==> config.mk <==
export PLATFORM = sky130hd
export DESIGN_NAME = baseerat_delay_line_flat
export DESIGN_NICKNAME = d
export VERILOG_FILES = /design/src/rtl/baseerat_delay_line_if.sv /design/src/rtl/baseerat_delay_line.sv /design/src/flat_wrapper.sv
export SDC_FILE = /design/constraint.sdc
export NUM_CORES = 1
export LEC_CHECK = 0
export CAP_MARGIN = 20
export CORE_AREA = 2 2 130 145
export DETAILED_ROUTE_END_ITERATION = 10
export DIE_AREA = 0 0 132 147
export PLACE_DENSITY = 0.64
export REMOVE_ABC_BUFFERS = 1
export SKIP_CTS_REPAIR_TIMING = 1
export SLEW_MARGIN = 25
export SYNTH_ARGS = -nofsm -noshare
export SYNTH_HDL_FRONTEND = slang
export SYNTH_SLANG_ARGS = --single-unit
==> constraint.sdc <==
create_clock -name clk -period 6.7 [get_ports clk]
set_clock_uncertainty 0.1 [all_clocks]
set_input_delay 1.005 -clock clk [delete_from_list [all_inputs] [get_ports clk]]
set_output_delay 1.005 -clock clk [all_outputs]
set_load 0.1 [all_outputs]
==> src/rtl/baseerat_delay_line_if.sv <==
// Bundle of data-path, control and status signals for the programmable delay line.
// The master side drives stimulus and reads status; the slave side is the delay line.
interface baseerat_delay_line_if #(
  parameter int DATA_WIDTH = 16,
  parameter int MAX_STAGES = 8
);
  localparam int LAT_W = $clog2(MAX_STAGES + 1);

  logic                  en;
  logic                  flush;
  logic                  din_valid;
  logic [DATA_WIDTH-1:0] din;
  logic [LAT_W-1:0]      lat_sel;
  logic [DATA_WIDTH-1:0] dout;
  logic                  dout_valid;
  logic [LAT_W-1:0]      occupancy;
  logic [LAT_W-1:0]      lat_cur;
  logic                  lat_pending;

  modport master (
    output en, flush, din_valid, din, lat_sel,
    input  dout, dout_valid, occupancy, lat_cur, lat_pending
  );

  modport slave (
    input  en, flush, din_valid, din, lat_sel,
    output dout, dout_valid, occupancy, lat_cur, lat_pending
  );
endinterface

==> src/rtl/baseerat_delay_line.sv <==
// Fixed-depth shift pipeline with a run-time selectable tap (latency).
// The tap only moves while the active stages are empty, so no word is lost or repeated.
module baseerat_delay_line #(
  parameter int DATA_WIDTH  = 16,
  parameter int MAX_STAGES  = 8,
  parameter int DEFAULT_LAT = 4
) (
  input logic                  clk,
  input logic                  reset,
  baseerat_delay_line_if.slave bus
);
  localparam int LAT_W = $clog2(MAX_STAGES + 1);
  localparam int LP_RST_LAT_I = (DEFAULT_LAT < 1) ? 1 :
                                ((DEFAULT_LAT > MAX_STAGES) ? MAX_STAGES : DEFAULT_LAT);
  localparam logic [LAT_W-1:0] LP_RST_LAT = LAT_W'(LP_RST_LAT_I);

  logic [MAX_STAGES:1][DATA_WIDTH-1:0] r_data;
  logic [MAX_STAGES:1]                 r_vld;
  logic [LAT_W-1:0]                    r_lat_cur;

  logic [LAT_W-1:0]      w_lat_eff;
  logic [LAT_W-1:0]      w_occ;
  logic [DATA_WIDTH-1:0] w_dout;
  logic                  w_dout_vld;

  always_comb begin
    if (bus.lat_sel == '0)
      w_lat_eff = LAT_W'(1);
    else if (bus.lat_sel > LAT_W'(MAX_STAGES))
      w_lat_eff = LAT_W'(MAX_STAGES);
    else
      w_lat_eff = bus.lat_sel;
  end

  always_comb begin
    w_occ      = '0;
    w_dout     = '0;
    w_dout_vld = 1'b0;
    for (int k = 1; k <= MAX_STAGES; k++) begin
      if (k <= int'(r_lat_cur))
        w_occ = w_occ + LAT_W'(r_vld[k]);
      if (k == int'(r_lat_cur)) begin
        w_dout     = r_data[k];
        w_dout_vld = r_vld[k];
      end
    end
  end

  always_ff @(posedge clk or posedge reset) begin
    if (reset) begin
      r_data    <= '0;
      r_vld     <= '0;
      r_lat_cur <= LP_RST_LAT;
    end else begin
      if (w_occ == '0)
        r_lat_cur <= w_lat_eff;
      if (bus.flush) begin
        r_vld <= '0;
      end else if (bus.en) begin
        r_vld[1] <= bus.din_valid;
        if (bus.din_valid)
          r_data[1] <= bus.din;
        // Data keeps shifting past the tap, but valids die there so a later
        // latency increase cannot resurrect words that already left.
        for (int k = 2; k <= MAX_STAGES; k++) begin
          r_data[k] <= r_data[k-1];
          r_vld[k]  <= r_vld[k-1] && (k <= int'(r_lat_cur));
        end
      end
    end
  end

  assign bus.dout        = w_dout;
  assign bus.dout_valid  = w_dout_vld;
  assign bus.occupancy   = w_occ;
  assign bus.lat_cur     = r_lat_cur;
  assign bus.lat_pending = (w_lat_eff != r_lat_cur);
endmodule

==> src/flat_wrapper.sv <==
// flat-port wrapper written by rule: the top's interface ports become plain ports
module baseerat_delay_line_flat 
#(
  parameter int DATA_WIDTH  = 16,
  parameter int MAX_STAGES  = 8,
  parameter int DEFAULT_LAT = 4
)
  (clk, reset, bus_en, bus_flush, bus_din_valid, bus_din, bus_lat_sel, bus_dout, bus_dout_valid, bus_occupancy, bus_lat_cur, bus_lat_pending);
  baseerat_delay_line_if #(.DATA_WIDTH(DATA_WIDTH), .MAX_STAGES(MAX_STAGES)) bus_i ();
  input logic clk;
  input logic reset;
  input wire logic [$bits(bus_i.en)-1:0] bus_en;
  input wire logic [$bits(bus_i.flush)-1:0] bus_flush;
  input wire logic [$bits(bus_i.din_valid)-1:0] bus_din_valid;
  input wire logic [$bits(bus_i.din)-1:0] bus_din;
  input wire logic [$bits(bus_i.lat_sel)-1:0] bus_lat_sel;
  output wire logic [$bits(bus_i.dout)-1:0] bus_dout;
  output wire logic [$bits(bus_i.dout_valid)-1:0] bus_dout_valid;
  output wire logic [$bits(bus_i.occupancy)-1:0] bus_occupancy;
  output wire logic [$bits(bus_i.lat_cur)-1:0] bus_lat_cur;
  output wire logic [$bits(bus_i.lat_pending)-1:0] bus_lat_pending;
  assign bus_i.en = bus_en;
  assign bus_i.flush = bus_flush;
  assign bus_i.din_valid = bus_din_valid;
  assign bus_i.din = bus_din;
  assign bus_i.lat_sel = bus_lat_sel;
  assign bus_dout = bus_i.dout;
  assign bus_dout_valid = bus_i.dout_valid;
  assign bus_occupancy = bus_i.occupancy;
  assign bus_lat_cur = bus_i.lat_cur;
  assign bus_lat_pending = bus_i.lat_pending;
  baseerat_delay_line #(.DATA_WIDTH(DATA_WIDTH), .MAX_STAGES(MAX_STAGES), .DEFAULT_LAT(DEFAULT_LAT)) u_core (.clk(clk), .reset(reset), .bus(bus_i));
endmodule
==> flow_summary.ini <==
[global_route]
antenna_found_initial = 0
grt-ovfl-total = 0
grt_pass1_wl_um = 28790
grt_usage_pct = 18.64
grt_max_degree = 113
grt_pass1_vias = 5501

[clock_tree]
cts_sinks = 140
cts_tree = yes
cts_buffer_depth = 2
htreeDepth = 4
cts_root_buf = clkbuf_16
clk_latency_ps = 420
cts_made_buffers = 17
clk_pin_slew_worst_paths_ps = 60

[place]
numPlacedInstances = 1078
place_congestion = 0.8632
hpwl_um = 10360
portBuffers = 50

[timing]
clock.fmax_mhz = 148.5
hold_viol_final = 0
fin_ws_ps = -34.51
maxSlewViolCount = 0
min_period_over_period_pct = 100.5
grt_setup_unrepaired = yes
worst_pin_slew_ps = 976.7
setup_viol = 1
slew_headroom_pct = 34.68
min_period_ps = 6735

[routing]
drcViolationCount = 0
drtPass1Iterations = 5
vias_per_cell = 5.236
wire_per_inst_um = 15.99
ant_nets = 0
num_vias = 5838
drt_wl_total_um = 17830
drt_iter0_drc = 474

[critical_path]
cp.required_ps = 5590
r2r-start = u_core.bus.lat_cur[2]
max_stage_delay_ps = 550
crit_path_end_kind = output pin
ff2ff_path_depth = 29
cp_common_cell = ha_4
reg2reg_to = u_core.bus.lat_cur[0]
setup.worst_path.class = reg -> out
arrival_ps = 5630
reg2reg_slack_ps = 630
cpMaxStageDelayCell = dfstp_2
cp-start-kind = register
cp_max_fo = 3

[synth]
synth_cells = 817
yosysTopAreaCell = dfrtp_1
syn_area_sq_mm = 0.007079
synth.top_cell.area_share_pct = 49.13
yosysUniqueCellTypes = 52
ys.flop_type = dfrtp_1
synth-async-reset-ratio_pct = 100.0
synth-edff-count = 0
syn_avg_cell_area_sq_um = 8.665
synth_seq_area_share_pct = 49.51
yosysMostFrequentCell = nand2_1
yosys-top-cells-area = dfrtp_1, nand2_1, mux2_2, a22oi_1, ha_1
yosys_warnings = 0
synthTopCellsByCount = nand2_1, dfrtp_1, clkbuf_1
yosys_register_bits = 140

[run_status]
violations = setup timing
status = complete, but fails checks

[hold_path]
hold_path_startpoint = u_core.r_data[121]
hold_class = reg -> reg
holdPathEnd = u_core.r_data[121]
hold_path_depth = 2

[die]
ios = 51
initial_core_util_pct = 39.28
num_rows = 52
dieArea_sq_mm = 0.01940
die_h_um = 147
core_sq_mm = 0.01802
die_w_um = 132

[pwr]
p_total_w = 0.003895
ir_drop_mv = 0.3324
p_per_area_mw_per_mm2 = 450.8
p_leak_nw = 4.208

[finish]
finalNonFillerCells = 1115
fill_cells = 1689
drive_gt1_share_pct = 16.06
area_growth_pct = 22.06
multi_input_area_sq_mm = 0.003530
fin_nets = 897
ff_latch_area_sq_mm = 0.003505
antenna_cells = 0

[flow_run]
drv_cap = 0
placed cells by master, fill, tap and decap left out, types with 2 or more instances in the layout:
cell	netlist	final
nand2_1	376	374
dfrtp_1	139	139
buf_4	0	38
a22oi_1	35	34
mux2_2	33	32
clkdlybuf4s50_1	0	29
nor2_1	31	28
a22o_1	17	17
clkbuf_16	0	17
a41oi_1	16	16
nand3_1	10	10
a21oi_1	11	10
nand2b_1	9	8
ha_1	13	7
mux2i_1	6	6
a31oi_1	5	5
nand4_1	5	5
ha_4	0	5
clkinv_2	0	5
xnor2_1	5	4
mux2_4	3	4
clkbuf_8	0	4
clkbuf_1	39	4
a21o_1	3	3
inv_1	5	3
o21ai_0	6	3
o21ai_1	1	3
xor2_1	3	3
buf_6	1	3
buf_12	0	3
inv_2	1	2
nor2_4	0	2
or2_1	2	2
nor2b_1	3	2
o211ai_1	2	2
nor4b_1	2	2
nand2_2	0	2
through the flow:
stage                     hold slack [ps]  TNS (ps)  area [sq um]  utilization [%]  worst slack (ps)
after floorplan                     346.5    -16680          6870                -             -2315
after global placement              360.9         0          7849            43.55             74.18
after detailed placement            362.9    -5.099          7873            43.68            -5.099
after CTS                           376.2     -1123          8431            46.78            -481.2
after global routing                398.2    -550.2          8641            47.95            -292.0
final                               375.5    -34.51          8641            47.95            -34.51
cell type report:
cell class                      count  area share (%)
Timing Repair Buffer               75           8.297
Inverter                            6          0.3186
Multi-Input combinational cell    619           40.85
Sequential cell                   140           40.56
Tap cell                          243           3.519
Clock inverter                      7          0.7240
Clock buffer                       25           5.734
power by group:
part / internal, W / switching (W) / leakage [nW]
combinational: 0.000525 / 0.00132 / 2.11
sequential: 0.00102 / 0.000136 / 1.82
clock: 0.000547 / 0.000344 / 0.277
total: 0.00209 / 0.00180 / 4.21
flip-flops by register name (all words and copies together), names as in the netlist:
register	flops
u_core.r_data	128
u_core.r_vld	8
u_core.bus.lat_cur	4
metal layers:
layer / vias to the layer above / global-route usage (%) / share of wire (%)
li1: 2812 / - / -
met1: 2880 / 25.21 / 46
met2: 127 / 29.69 / 48
met3: 19 / 4.106 / 4.4
met4: 0 / 6.522 / 1.6
met5: - / 0 / 0
how the worst max path moves through the flow:
stage	start	to	slack (ps)	cells after the start
finish	u_core.bus.lat_cur[2]	bus_occupancy[2]	-30	28
CTS	u_core.bus.lat_cur[2]	bus_occupancy[2]	-480	28
global placement	u_core.bus.lat_cur[2]	bus_occupancy[2]	70	28
floorplan	u_core.bus.lat_cur[3]	bus_occupancy[2]	-2310	27
detailed placement	u_core.bus.lat_cur[2]	bus_occupancy[2]	-5	28
global route	u_core.bus.lat_cur[2]	bus_occupancy[2]	-290	28
cell families after synthesis:
logic type      Yosys count  share of synthesized area, %
fa+ha+maj                13                         2.298
xor+xnor                  9                         1.343
simple gates            448                         25.17
buf+inv                  58                         3.270
mux                      44                         7.211
compound gates          105                         11.21
flops                   140                         49.51
critical path: cells and delay by family, from the launching register on:
kind / cells / cell delay (ps)
simple gates: 7 / 580
compound gates: 9 / 1180
xor+xnor: 1 / 200
flops: 1 / 550
mux: 1 / 300
fa+ha+maj: 8 / 1940
buf+inv: 2 / 430
Note: power is estimated with default switching activity, not from simulation.
